### src/rtl/mvu_pkg.sv
// Shared types and default widths for the MVU job controller.
// Imported by mvu_job_ctrl and mvu_loop_cnt.
package mvu_pkg;

  localparam int unsigned DEF_BWBANKA = 9;
  localparam int unsigned DEF_BDBANKA = 14;
  localparam int unsigned DEF_BLEN    = 10;
  localparam int unsigned DEF_BPREC   = 4;

  typedef enum logic [2:0] {
    ST_IDLE,
    ST_ISSUE,
    ST_DRAIN,
    ST_WRITE,
    ST_DONE
  } state_e;

endpackage

### src/rtl/mvu_loop_cnt.sv
// Loadable wrapping counter with terminal-count flag.
// One instance per loop level of the MVU issue sequence.
module mvu_loop_cnt
  import mvu_pkg::*;
#(
  parameter int unsigned W = DEF_BLEN
) (
  input  logic         clk,
  input  logic         rst_n,
  input  logic         ld,
  input  logic [W-1:0] ld_val,
  input  logic         en,
  input  logic [W-1:0] max,
  output logic [W-1:0] cnt,
  output logic         tc
);

  logic [W-1:0] cnt_q, cnt_d;

  assign tc  = (cnt_q == max);
  assign cnt = cnt_q;

  always_comb begin
    cnt_d = cnt_q;
    if (ld) begin
      cnt_d = ld_val;
    end else if (en) begin
      cnt_d = tc ? '0 : cnt_q + W'(1);
    end
  end

  always_ff @(posedge clk or negedge rst_n) begin
    if (!rst_n) cnt_q <= '0;
    else        cnt_q <= cnt_d;
  end

endmodule

### src/rtl/mvu_job_ctrl.sv
// MVU job sequencer: issue loop, drain, result write.
// Define MVU_MAXPOOL_EN to enable the max-pool control outputs.
module mvu_job_ctrl
  import mvu_pkg::*;
#(
  parameter int unsigned BWBANKA = DEF_BWBANKA,
  parameter int unsigned BDBANKA = DEF_BDBANKA,
  parameter int unsigned BLEN    = DEF_BLEN,
  parameter int unsigned BPREC   = DEF_BPREC,
  parameter int unsigned LAT     = 3
) (
  input  logic               clk,
  input  logic               rst_n,
  input  logic               start,
  input  logic [BPREC-1:0]   cfg_wprec,
  input  logic [BPREC-1:0]   cfg_iprec,
  input  logic [BLEN-1:0]    cfg_len,
  input  logic [BLEN-1:0]    cfg_rows,
  input  logic [BWBANKA-1:0] cfg_wbase,
  input  logic [BDBANKA-1:0] cfg_dbase,
  input  logic [BDBANKA-1:0] cfg_obase,
  input  logic               cfg_pool_en,
  output logic               rdd_en,
  input  logic               rdd_grnt,
  output logic [BDBANKA-1:0] rdd_addr,
  output logic [BWBANKA-1:0] rdw_addr,
  output logic               acc_clr,
  output logic               acc_sh,
  output logic               wrd_en,
  input  logic               wrd_grnt,
  output logic [BDBANKA-1:0] wrd_addr,
  output logic               max_en,
  output logic               max_clr,
  output logic               max_pool,
  output logic               busy,
  output logic               done
);

  state_e state_q, state_d;

  logic [BPREC-1:0]   wprec_q, wprec_d;
  logic [BPREC-1:0]   iprec_q, iprec_d;
  logic [BLEN-1:0]    len_q, len_d;
  logic [BLEN-1:0]    rows_q, rows_d;
  logic [BDBANKA-1:0] dbase_q, dbase_d;
  logic [BDBANKA-1:0] dptr_q, dptr_d;
  logic [BDBANKA-1:0] optr_q, optr_d;
  logic [BWBANKA-1:0] wptr_q, wptr_d;
  logic [BWBANKA-1:0] wrow_q, wrow_d;
  logic [3:0]         dcnt_q, dcnt_d;

  logic             ld, issue, wr_go, first;
  logic             k_tc, ib_tc, wb_tc, o_tc;
  logic [BLEN-1:0]  k_cnt, o_cnt, len_m1, rows_m1;
  logic [BPREC-1:0] ib_cnt, wb_cnt;

  assign issue   = (state_q == ST_ISSUE) && rdd_grnt;
  assign wr_go   = (state_q == ST_WRITE) && wrd_grnt;
  assign len_m1  = len_q - BLEN'(1);
  assign rows_m1 = rows_q - BLEN'(1);
  assign first   = (k_cnt == '0) && (ib_cnt == '0) && (wb_cnt == '0);

  mvu_loop_cnt #(.W(BLEN)) u_k (
    .clk(clk), .rst_n(rst_n), .ld(ld), .ld_val('0),
    .en(issue), .max(len_m1), .cnt(k_cnt), .tc(k_tc)
  );

  mvu_loop_cnt #(.W(BPREC)) u_ib (
    .clk(clk), .rst_n(rst_n), .ld(ld), .ld_val('0),
    .en(issue && k_tc), .max(iprec_q),
    .cnt(ib_cnt), .tc(ib_tc)
  );

  mvu_loop_cnt #(.W(BPREC)) u_wb (
    .clk(clk), .rst_n(rst_n), .ld(ld), .ld_val('0),
    .en(issue && k_tc && ib_tc), .max(wprec_q),
    .cnt(wb_cnt), .tc(wb_tc)
  );

  mvu_loop_cnt #(.W(BLEN)) u_o (
    .clk(clk), .rst_n(rst_n), .ld(ld), .ld_val('0),
    .en(wr_go), .max(rows_m1), .cnt(o_cnt), .tc(o_tc)
  );

  always_comb begin
    state_d = state_q;
    wprec_d = wprec_q;
    iprec_d = iprec_q;
    len_d   = len_q;
    rows_d  = rows_q;
    dbase_d = dbase_q;
    dptr_d  = dptr_q;
    optr_d  = optr_q;
    wptr_d  = wptr_q;
    wrow_d  = wrow_q;
    dcnt_d  = dcnt_q;
    ld      = 1'b0;
    unique case (state_q)
      ST_IDLE: begin
        if (start) begin
          ld      = 1'b1;
          wprec_d = cfg_wprec;
          iprec_d = cfg_iprec;
          len_d   = cfg_len;
          rows_d  = cfg_rows;
          dbase_d = cfg_dbase;
          dptr_d  = cfg_dbase;
          optr_d  = cfg_obase;
          wptr_d  = cfg_wbase;
          wrow_d  = cfg_wbase;
          if (cfg_rows == '0 || cfg_len == '0)
            state_d = ST_DONE;
          else
            state_d = ST_ISSUE;
        end
      end
      ST_ISSUE: begin
        if (issue) begin
          // Weight row replays per input plane; moves on after the last one.
          if (k_tc && ib_tc) begin
            dptr_d = dbase_q;
            wptr_d = wptr_q + BWBANKA'(1);
            wrow_d = wptr_q + BWBANKA'(1);
          end else if (k_tc) begin
            dptr_d = dptr_q + BDBANKA'(1);
            wptr_d = wrow_q;
          end else begin
            dptr_d = dptr_q + BDBANKA'(1);
            wptr_d = wptr_q + BWBANKA'(1);
          end
          if (k_tc && ib_tc && wb_tc) state_d = ST_DRAIN;
        end
      end
      ST_DRAIN: begin
        if (dcnt_q == 4'(LAT - 1)) begin
          dcnt_d  = '0;
          state_d = ST_WRITE;
        end else begin
          dcnt_d = dcnt_q + 4'd1;
        end
      end
      ST_WRITE: begin
        if (wrd_grnt) begin
          optr_d  = optr_q + BDBANKA'(1);
          state_d = o_tc ? ST_DONE : ST_ISSUE;
        end
      end
      ST_DONE: state_d = ST_IDLE;
      default: state_d = ST_IDLE;
    endcase
  end

  always_ff @(posedge clk or negedge rst_n) begin
    if (!rst_n) begin
      state_q <= ST_IDLE;
      wprec_q <= '0;
      iprec_q <= '0;
      len_q   <= '0;
      rows_q  <= '0;
      dbase_q <= '0;
      dptr_q  <= '0;
      optr_q  <= '0;
      wptr_q  <= '0;
      wrow_q  <= '0;
      dcnt_q  <= '0;
    end else begin
      state_q <= state_d;
      wprec_q <= wprec_d;
      iprec_q <= iprec_d;
      len_q   <= len_d;
      rows_q  <= rows_d;
      dbase_q <= dbase_d;
      dptr_q  <= dptr_d;
      optr_q  <= optr_d;
      wptr_q  <= wptr_d;
      wrow_q  <= wrow_d;
      dcnt_q  <= dcnt_d;
    end
  end

  assign rdd_en   = (state_q == ST_ISSUE);
  assign wrd_en   = (state_q == ST_WRITE);
  assign busy     = (state_q != ST_IDLE);
  assign done     = (state_q == ST_DONE);
  assign rdd_addr = dptr_q;
  assign rdw_addr = wptr_q;
  assign wrd_addr = optr_q;
  assign acc_clr  = issue && first;
  assign acc_sh   = issue && (k_cnt == '0) &&
                    !(ib_cnt == '0 && wb_cnt == '0);

`ifdef MVU_MAXPOOL_EN
  logic pool_q, pool_d;
  logic wfirst_q, wfirst_d;

  always_comb begin
    pool_d = pool_q;
    if (state_q == ST_IDLE && start) pool_d = cfg_pool_en;
    wfirst_d = (state_d == ST_WRITE) && (state_q != ST_WRITE);
  end

  always_ff @(posedge clk or negedge rst_n) begin
    if (!rst_n) begin
      pool_q   <= 1'b0;
      wfirst_q <= 1'b0;
    end else begin
      pool_q   <= pool_d;
      wfirst_q <= wfirst_d;
    end
  end

  assign max_pool = busy && pool_q;
  assign max_en   = wrd_en && pool_q;
  assign max_clr  = wrd_en && pool_q && wfirst_q && (o_cnt == '0);
`else
  logic unused_pool;
  assign unused_pool = cfg_pool_en ^ (|o_cnt);
  assign max_pool    = 1'b0;
  assign max_en      = 1'b0;
  assign max_clr     = 1'b0;
`endif

endmodule

### config.mk
export PLATFORM = sky130hd
export DESIGN_NAME = mvu_job_ctrl
export DESIGN_NICKNAME = d
export VERILOG_FILES = /design/src/rtl/mvu_pkg.sv /design/src/rtl/mvu_loop_cnt.sv /design/src/rtl/mvu_job_ctrl.sv
export SDC_FILE = /design/constraint.sdc
export NUM_CORES = 1
export LEC_CHECK = 0
export ABC_CLOCK_PERIOD_IN_PS = 2400
export CORE_ASPECT_RATIO = 0.8
export CORE_UTILIZATION = 40
export CTS_CLUSTER_SIZE = 10
export DETAILED_ROUTE_END_ITERATION = 10
export PLACE_DENSITY = 0.67
export SLEW_MARGIN = 15
export SYNTH_ARGS = -nofsm -noshare
export SYNTH_HDL_FRONTEND = slang
export SYNTH_SLANG_ARGS = --single-unit
### constraint.sdc
create_clock -name clk -period 2.4 [get_ports clk]
set_input_delay 0.48 -clock clk [delete_from_list [all_inputs] [get_ports clk]]
set_output_delay 0.48 -clock clk [all_outputs]
set_load 0.02 [all_outputs]
# ---- After elaboration in Yosys (flattened, before gate mapping)
# Cells that the tools add are included.
# W data, S select, Z words.
dict set report classes {
  add_sub_neg 10
  n_eq_ne 15
  muxes 38
  n_reduce_logical 32
}
# op n
set ops {}
lappend ops {{$mux W14} 5}
lappend ops {{$mux W10} 6}
lappend ops {{$pmux W14 S2} 2}
lappend ops {{$mux W9} 6}
lappend ops {{$pmux W9 S2} 2}
lappend ops {{$logic_not A10 Y1} 3}
lappend ops {{$add A14 B1 Y14 const B} 2}
lappend ops {{$mux W4} 7}
lappend ops {{$mux W3} 7}
lappend ops {{$add A10 B1 Y10 const B} 2}
lappend ops {{$eq A10 B10 Y1} 2}
lappend ops {{$sub A10 B1 Y10 const B} 2}
lappend ops {{$add A4 B1 Y4 const B} 3}
lappend ops {{$logic_and A1 B1 Y1} 12}
lappend ops {{$pmux W3 S4} 1}
lappend ops {{$reduce_bool A2 Y1} 6}
lappend ops {{$add A9 B1 Y9 const B} 1}
lappend ops {{$eq A4 B4 Y1} 2}
lappend ops {{$logic_not A4 Y1} 2}
lappend ops {{$ne A2 B1 Y1 const B} 4}
lappend ops {{$eq A3 B2 Y1 const B} 2}
lappend ops {{$reduce_and A3 Y1} 2}
lappend ops {{$reduce_and A5 Y1} 1}
lappend ops {{$eq A4 B2 Y1 const B} 1}
lappend ops {{other kinds (10)} 12}
dict set report word_totals {
  ff_bits 123
  inputBits 71
  word_cells 110
}

# ---- Depth between registers and ports, before layout
# Gate-level depths: netlist of the first run.
dict set report depth {
  word_depth 7
  depth_mapped 9
  ltp_nobuf 8
}

# ---- By module
# Synthesis of the first run repeated with hierarchy kept, for this count alone.
dict set report unflattened {
  cells_unflattened 910
  area_unflattened_um2 7707.4
}
# module instances cells_each area_per_inst_um2 seq_area_each_um2
set modules_own_cells {}
lappend modules_own_cells {mvu_job_ctrl 1 648 5340.1 2377.3}
lappend modules_own_cells {{mvu_loop_cnt (u_k ...)} 2 99 888.4 250.2}
lappend modules_own_cells {{mvu_loop_cnt (u_ib ...)} 2 32 295.3 100.1}

# ---- Worst setup path before layout of the first run
# Ideal clock, no wire load.
dict set report synth_timing {
  path_type {reg-to-reg}
  start {register len_q[0]}
  end {register wrow_q[8]}
  setup_ps 126
  t_arrival_ps 2490
  required_ps 2274
  setup_slack_ps -216
  stages_incl_launch_ff 8
  path_buffers 1
  cell_sequence {dfrtp_1 or4_4 or4_1 a211oi_2 o22a_4 a31oi_1 clkbuf_1 a221o_1}
}
dict set report synth_via {
  elab_chain_len 5
}
# item line_no
set synth_lines {}
lappend synth_lines {{start, declared} mvu_job_ctrl.sv:43} ;# logic [BLEN-1:0] len_q, len_d;
lappend synth_lines {{start signal, assigned} mvu_job_ctrl.sv:170} ;# len_q <= len_d;
lappend synth_lines {{$sub A10 B1 Y10} mvu_job_ctrl.sv:59} ;# assign len_m1 = len_q - BLEN'(1);
lappend synth_lines {{$eq A10 B10 Y1} mvu_loop_cnt.sv:20} ;# assign tc = (cnt_q == max);
lappend synth_lines {{$logic_and A1 B1 Y1} mvu_job_ctrl.sv:120} ;# if (k_tc && ib_tc) begin
lappend synth_lines {{$ne A2 B1 Y1 (no source line)} n/a}
lappend synth_lines {{$reduce_and A4 Y1 (no source line)} n/a}
lappend synth_lines {{end signal, assigned} mvu_job_ctrl.sv:176} ;# wrow_q <= wrow_d;
lappend synth_lines {{end, declared} mvu_job_ctrl.sv:49} ;# logic [BWBANKA-1:0] wrow_q, wrow_d;
# No other way between the ends.
# A chain may end at the register's enable or synchronous reset.

# ---- Final worst setup path of the first run
dict set report layout_timing {
  start {register u_k.cnt_q[9] (netlist: u_k.cnt[9])}
  end {output acc_clr}
}
dict set report layout_via {
  elab_chain_len 4
}
# item line_no
set layout_lines {}
lappend layout_lines {{start, declared} mvu_loop_cnt.sv:18} ;# logic [W-1:0] cnt_q, cnt_d;
lappend layout_lines {{start signal, assigned} mvu_loop_cnt.sv:34} ;# else cnt_q <= cnt_d;
lappend layout_lines {{$logic_not A10 Y1} mvu_job_ctrl.sv:61} ;# assign first = (k_cnt == '0) && (ib_cnt == '0) && (wb_cnt == '0);
lappend layout_lines {{$logic_and A1 B1 Y1 (2 in a row)} mvu_job_ctrl.sv:61}
lappend layout_lines {{$logic_and A1 B1 Y1} mvu_job_ctrl.sv:188} ;# assign acc_clr = issue && first;
lappend layout_lines {{end, declared} mvu_job_ctrl.sv:27} ;# output logic acc_clr,
# No other way between the ends.

==> results of run 1 <==
## sequential cells by signal (all words and copies together) (netlist names)
signal / cells
dbase_q: 14
rdd_addr: 14
wrd_addr: 14
len_q: 10
rows_q: 10
u_k.cnt: 10
u_o.cnt: 10
rdw_addr: 9
wrow_q: 9
dcnt_q: 4
iprec_q: 4
u_ib.cnt: 4
u_wb.cnt: 4
wprec_q: 4
state_q: 3
## cell type report
class,instances,share of cell area [%]
multi-input combinational,665,41.2
sequential,123,29.3
timing repair buffer,217,20.0
clock buffer,18,4.08
tap,225,2.68
clock inverter,14,1.98
inverter,22,0.786
## per-layer routing
layer | wire [um] | up-vias
li1 | - | 3401
met1 | 9720 | 3428
met2 | 10100 | 189
met3 | 1050 | 22
met4 | 280 | 0
met5 | 0 | -
## cell usage in the layout, fill, tap and decap left out, types with 10 or more instances in the layout
master | Yosys | final
o21ai_0 | 63 | 30
dfrtp_1 | 123 | 123
xor2_1 | 24 | 24
a21oi_1 | 38 | 31
buf_6 | 0 | 15
and3_1 | 15 | 12
o21ai_1 | 0 | 17
nand2_1 | 198 | 191
nor2_1 | 47 | 46
nand4_1 | 11 | 11
xnor2_1 | 23 | 22
a31oi_1 | 12 | 10
nand3_1 | 43 | 29
clkbuf_16 | 0 | 18
inv_1 | 21 | 19
mux2i_1 | 17 | 16
nand3_2 | 0 | 10
nor3_1 | 17 | 13
o21ai_2 | 0 | 15
ha_1 | 12 | 11
clkdlybuf4s50_1 | 0 | 105
buf_4 | 4 | 81
## worst max-delay path by stage
| stage | end | cells after the start | start |
|---|---|---|---|
| after floorplan | u_ib.cnt[2]$_DFFE_PN0P_ | 7 | len_q[0]$_DFFE_PN0P_ |
| after global placement | acc_clr | 6 | rdd_grnt |
| after detailed placement | acc_clr | 6 | rdd_grnt |
| after CTS | acc_clr | 6 | u_k.cnt[9]$_DFFE_PN0P_ |
| after global routing | acc_clr | 6 | u_k.cnt[9]$_DFFE_PN0P_ |
| final | acc_clr | 6 | u_k.cnt[9]$_DFFE_PN0P_ |
## power groups by stage
stage          Clock, uW  Combinational [uW]  Sequential, uW
3_5_place_dp           0                1720            2610
5_1_grt             2930                2060            2650
3_3_place_gp           0                1700            2610
2_1_floorplan          0                 780            2720
4_1_cts             2820                1840            2590
6_report            2790                1900            2610
## kinds of logic after synthesis
group	Yosys count
AO/OA/AOI/OAI	183
XOR/XNOR	47
adder cells (fa/ha/maj)	12
buffers and inverters	64
flip-flops	123
multiplexers	18
other	1
AND/OR/NAND/NOR	402
## metrics by stage
step / hold slack [ns] / utilization (%) / setup TNS [ns] / instance area [um2] / cells
6_report: 0.0634 / 60.3 / -7.88 / 10500 / 1284
3_3_place_gp: 0.461 / 52.8 / -5.99 / 9200 / 1236
2_1_floorplan: 0.184 / - / -0.533 / 7240 / 852
5_1_grt: 0.103 / 60.3 / -11.67 / 10500 / 1284
3_5_place_dp: 0.462 / 52.8 / -7.93 / 9200 / 1236
4_1_cts: 0.0800 / 58.7 / -7.01 / 10200 / 1279
## what timing repair did
| action | in CTS | in global routing |
|---|---|---|
| pin swaps | 47 | 29 |
| endpoints found under the setup margin | 64 | 67 |
| setup buffers | 8 | 8 |
| cloned | 3 | 0 |
| resized for setup | 105 | 63 |
==> results by group, run 1 <==
Outcome
  – Status: complete, but fails checks
  – Failing checks: negative setup slack

Logic synthesis
  – Complex-gate fraction of the synthesized area: 16.3%
  – Adder-cell share of the synthesized area: 2.10%
  – Mux share of post-synthesis cell area: 2.53%
  – Netlist cell types: 68
  – Simple-Gate Fraction of Synth Area: 26.6%
  – Yosys reg bits: 123
  – Dominant synthesized flop cell: dfrtp_1
  – Synth top area share: 43.0%
  – Leading area contributor after synthesis: dfrtp_1
  – Synth async-reset ratio: 100%
  – Post-synthesis sequential area ratio: 43.0%
  – Synth Area per Inst: 8.42 um2
  – Largest family of logic cells by synthesized area: simple AND/OR/NAND/NOR gates
  – Synth top area cells: dfrtp_1, nand2_1, o21ai_0
  – Number of flops mapped to enable cells by yosys: 0
  – Synth cell count leaders: nand2_1, dfrtp_1, o21ai_0
  – Synth Cell Area: 7160 um2
  – Synth Instances: 850
  – YS warnings: 0
  – Synth Area in XOR/XNOR: 5.75%
  – Most frequent cell after synthesis: nand2_1

Global routing
  – Met2 Use GR: 38.0%
  – Vias in the first global route: 6770
  – GR Overflow Total: 0
  – Initial antenna violation count: 0
  – Busiest grt layer: met2
  – Gr usage total: 23.7%
  – Largest net degree at the start of global routing: 43
  – Met3 usage: 5.02%
  – Global routing usage on met1: 32.4%
  – Global-route wire length before repair: 33.9 mm

Worst hold path
  – Min-Delay Path Class: in2async

Routing
  – DR WL/cell: 16.5 um
  – WL final: 21.2 mm
  – DRT iter0 DRCs: 510
  – Post-DRT Antenna Nets: 0
  – Total iterations of the first detailed-routing run: 5
  – Routed vias/inst: 5.48
  – DRC viols: 0
  – DR vias: 7040

STA
  – Pins Over Slew Limit: 0
  – Unrepaired setup endpoints after global routing: true
  – Tightest Pin Transition: 0.604 ns
  – Final number of setup-violating endpoints: 61
  – Fin crit share: 112%
  – Slew HR: 59.7%
  – Min setup slack post-route: -0.289 ns
  – Fin crit period: 2.69 ns
  – Fin Clk Skew: 0.0110 ns
  – Fmax: 372 MHz
  – Fin. Hold Viols: 0

Clock network
  – Skew-Pair Late Insertion Delay: 0.43 ns
  – Clock root buffer: clkbuf_16
  – CTS tree: built
  – CTS Hold Buffers Added: 0
  – Clock buffer depth: 2
  – CTS clock-pin slew for the worst setup and hold paths: 0.06 ns
  – Total CTS buffers: 17
  – H-tree levels: 4
  – Clock Sinks: 123

Pwr
  – Leakage: 0.00471 uW
  – Pwr Density: 694 nW/um2
  – Clock share of power: 38.2%
  – Peak supply drop: 0.557 mV
  – Seq pwr share: 35.8%
  – Design Power: 7300 uW
  – Net Sw Power: 2290 uW
  – Net switching fraction of the power: 31.4%
  – Internal Power: 5010 uW
  – Logic pwr share: 26.0%

Die
  – DIE AREA: 18400 um2
  – Die Y: 122 um
  – Starting Density: 41.1%
  – Top Ports: 117
  – Row cnt: 43
  – Core area: 17400 um2
  – Die width: 152 um

Setup path
  – Worst reg2reg setup slack: -0.23 ns
  – Critical path, cell by cell: nor4_2, buf_4, nand4b_1, or4_4, and4b_1, buf_4
  – Slowest cell on crit path: or4_4
  – Critical path's top delay family: simple AND/OR/NAND/NOR gates
  – Crit Path Class: reg2out
  – CP Capture Type: primary output
  – CP arrival: 2.21 ns
  – FF-to-FF End: u_ib.cnt[2]$_DFFE_PN0P_
  – Worst-path maximum fanout: 2
  – Most common cell on crit path: buf_4
  – CP startpoint kind: register
  – R2R cell count: 7
  – Count of buffer and inverter cells on the critical path: 2
  – RR Startpoint: len_q[0]$_DFFE_PN0P_
  – Worst path required time: 1.92 ns
  – Slowest stage delay, CP: 0.45 ns

Place
  – Final Wtd Congestion: 0.876
  – Dpl ws: -0.680 ns
  – Final HPWL DP: 14.2 mm
  – Port buffer count: 112

Layout
  – Layout cell share with drive strength beyond 1: 22.3%
  – Fillers: 1483
  – Antenna cells: 0
  – Syn-to-layout area delta: 46.8%
  – Multi-input gate area: 4330 um2
  – Nets: 1129
  – Register area: 3080 um2

Run
  – Maxcap violations: 0
(Power assumes the default switching activity.)
==> inputs of run 2 (changes only) <==
--- a/config.mk
+++ b/config.mk
@@ -5,12 +5,12 @@
 export SDC_FILE = /design/constraint.sdc
 export NUM_CORES = 1
 export LEC_CHECK = 0
-export ABC_CLOCK_PERIOD_IN_PS = 2400
+export ABC_CLOCK_PERIOD_IN_PS = 2700
 export CORE_ASPECT_RATIO = 0.8
 export CORE_UTILIZATION = 40
 export CTS_CLUSTER_SIZE = 10
 export DETAILED_ROUTE_END_ITERATION = 10
-export PLACE_DENSITY = 0.67
+export PLACE_DENSITY = 0.65
 export SLEW_MARGIN = 15
 export SYNTH_ARGS = -nofsm -noshare
 export SYNTH_HDL_FRONTEND = slang
==> constraint.sdc (replaced) <==
create_clock -name clk -period 2.7 [get_ports clk]
set_input_delay 0.54 -clock clk [delete_from_list [all_inputs] [get_ports clk]]
set_output_delay 0.54 -clock clk [all_outputs]
set_load 0.02 [all_outputs]
==> run 2 against run 1 <==
  * First-iteration DRC count grew 16%
  * Critical path type is now in2out
  * Register-to-register slack better by 0.29 ns
  * Non-clock buffer count shrank 34
  * The flow still finishes with violations (negative setup slack)
==> results by group, run 2 (same netlist as run 1, synthesis figures left out) <==
Routing
  – DRC viols: 0 (unchanged)
  – Routed vias/inst: 5.43 (-0.94%)
  – Total iterations of the first detailed-routing run: 5 (unchanged)
  – WL final: 20.1 mm (-4.9%)
  – DR vias: 6789 (-3.6%)
  – Post-DRT Antenna Nets: 0 (unchanged)
  – DRT iter0 DRCs: 592 (+16%)
  – DR WL/cell: 16.1 um (-2.3%)

STA
  – Final number of setup-violating endpoints: 1 (-98%)
  – Fin. Hold Viols: 0 (unchanged)
  – Min setup slack post-route: -0.0150 ns (+0.274 ns)
  – Fin Clk Skew: 0.00762 ns (-0.00342 ns)
  – Unrepaired setup endpoints after global routing: true
  – Fin crit share: 101%
  – TNS Setup: -0.0150 ns (+7.87 ns)
  – Slew HR: 59.8% (+0.14 points)
  – Fin crit period: 2.72 ns
  – Fmax: 368 MHz
  – Pins Over Slew Limit: 0 (unchanged)
  – Tightest Pin Transition: 0.599 ns (-0.00521 ns)

Die
  – Die Y: 122 um (unchanged)
  – Row cnt: 43 (unchanged)
  – DIE AREA: 18400 um2 (unchanged)
  – Starting Density: 41.1% (unchanged)
  – Core area: 17400 um2 (unchanged)
  – Top Ports: 117 (unchanged)
  – Die width: 152 um (unchanged)

Setup path
  – CP Capture Type: primary output
  – Worst path required time: 2.16 ns (+0.24 ns)
  – FF-to-FF End: u_o.cnt[6]$_DFFE_PN0P_
  – Critical path, cell by cell: clkdlybuf4s50_1, and3_1, nand4b_1, or4_4, and4b_1, buf_4
  – CP startpoint: rdd_grnt
  – Worst reg2reg setup slack: 0.06 ns (+0.29 ns)
  – Worst-path maximum fanout: 2 (unchanged)
  – CP arrival: 2.18 ns (-0.03 ns)
  – CP startpoint kind: input pin
  – Slowest stage delay, CP: 0.51 ns (+0.06 ns)
  – Crit Path Class: in2out
  – Slowest cell on crit path: clkdlybuf4s50_1
  – RR Startpoint: rows_q[1]$_DFFE_PN0P_
  – R2R cell count: 9 (+2)

Pwr
  – Peak supply drop: 0.348 mV (-37%)
  – Logic pwr share: 24.0% (-2.0 points)
  – Net Sw Power: 1840 uW (-20%)
  – Leakage: 0.00435 uW (-7.6%)
  – Seq pwr share: 36.9% (+1.1 points)
  – Clock share of power: 39.0% (+0.8 points)
  – Internal Power: 4440 uW (-11%)
  – Pwr Density: 645 nW/um2 (-7.1%)
  – Net switching fraction of the power: 29.3% (-2.1 points)

Global routing
  – Vias in the first global route: 6375 (-5.8%)
  – Global-route wire length before repair: 32.4 mm (-4.4%)
  – Gr usage total: 22.5% (-1.2 points)
  – Initial antenna violation count: 0 (unchanged)
  – Largest net degree at the start of global routing: 47 (+9.3%)
  – GR Overflow Total: 0 (unchanged)

Clock network
  – Clock Sinks: 123 (unchanged)
  – CTS tree: built
  – Skew-Pair Late Insertion Delay: 0.41 ns (-0.02 ns)
  – Total CTS buffers: 17 (unchanged)
  – CTS clock-pin slew for the worst setup and hold paths: 0.06 ns (about the same)
  – H-tree levels: 4 (unchanged)
  – Clock buffer depth: 2 (unchanged)
  – Clock root buffer: clkbuf_16

Place
  – Final Wtd Congestion: 0.891 (+1.7%)
  – Port buffer count: 112 (unchanged)
  – Dpl ws: -0.542 ns (+0.138 ns)
  – # placed instances: 1206 (-2.4%)
  – Final HPWL DP: 14.1 mm (-0.62%)

Layout
  – Most common cell after layout, fill and taps aside: nand2_1
  – Antenna cells: 0 (unchanged)
  – Register area: 3080 um2 (unchanged)
  – Layout cell share with drive strength beyond 1: 13.1% (-9.2 points)
  – Fillers: 1574 (+6.1%)
  – Syn-to-layout area delta: 35.8%
  – Nets: 1096 (-2.9%)
  – Final non-filler cell total: 1250 (-2.6%)
  – Most frequent cells in the layout: nand2_1, dfrtp_1, clkdlybuf4s50_1
  – Multi-input gate area: 3970 um2 (-8.4%)

Outcome
  – Status: complete, but fails checks
  – Failing checks: negative setup slack

Worst hold path
  – Min-Delay Path Class: in2async

Run
  – Maxcap violations: 0 (unchanged)
==> run 2: layout make-up <==
cell class,count,share of cell area [%]
inverter,22,0.849
tap,225,2.89
sequential,123,31.6
multi-input combinational,666,40.8
timing repair buffer,183,17.4
clock inverter,6,1.38
clock buffer,25,5.09
==> run 2: metal layers <==
layer / wire length [um] / track usage [%]
met2: 9120 / 33.5
met1: 9610 / 32.6
met4: 252 / 5.51
met5: 0 / 0
met3: 1130 / 5.51
==> run 2: power by group through the flow <==
stage	logic [uW]	clock network (uW)	registers [uW]
global placement	1440	0	2330
floorplan	679	0	2420
detailed placement	1460	0	2330
CTS	1480	2480	2310
finish	1510	2450	2320
global route	1670	2570	2350
==> run 2: repair_timing <==
action                                  in CTS  in global routing
pin swaps                                    0                  7
endpoints found under the setup margin       2                 40
gates resized for setup                     11                 30
gates cloned                                 0                  3
hold buffers                                 0                  0
buffers inserted                             0                 10
==> run 2: critical path, delay by kind of cell <==
kind	cells	cell delay, ns
and+or+nand+nor	4	1.00
buffers and inverters	2	0.65
==> run 2: through the flow <==
step	hold slack, ns	power (uW)	area, um2	utilization, %
after CTS	0.122	6270	9500	54.5
after global routing	0.136	6580	9730	55.8
after detailed placement	0.466	3790	8870	50.9
after floorplan	0.244	3100	7170	-
after global placement	0.461	3770	8870	50.9
final	0.112	6270	9730	55.8
==> run 2: how the worst max path moves through the flow <==
stage	endpoint	slack [ns]	cells after the start
final	acc_clr	-0.02	6
after global routing	acc_clr	-0.11	6
after CTS	acc_clr	-0.04	6
after detailed placement	acc_clr	-0.54	6
after global placement	acc_clr	-0.51	6
after floorplan	wrow_q[8]$_DFFE_PN0P_	0.08	7
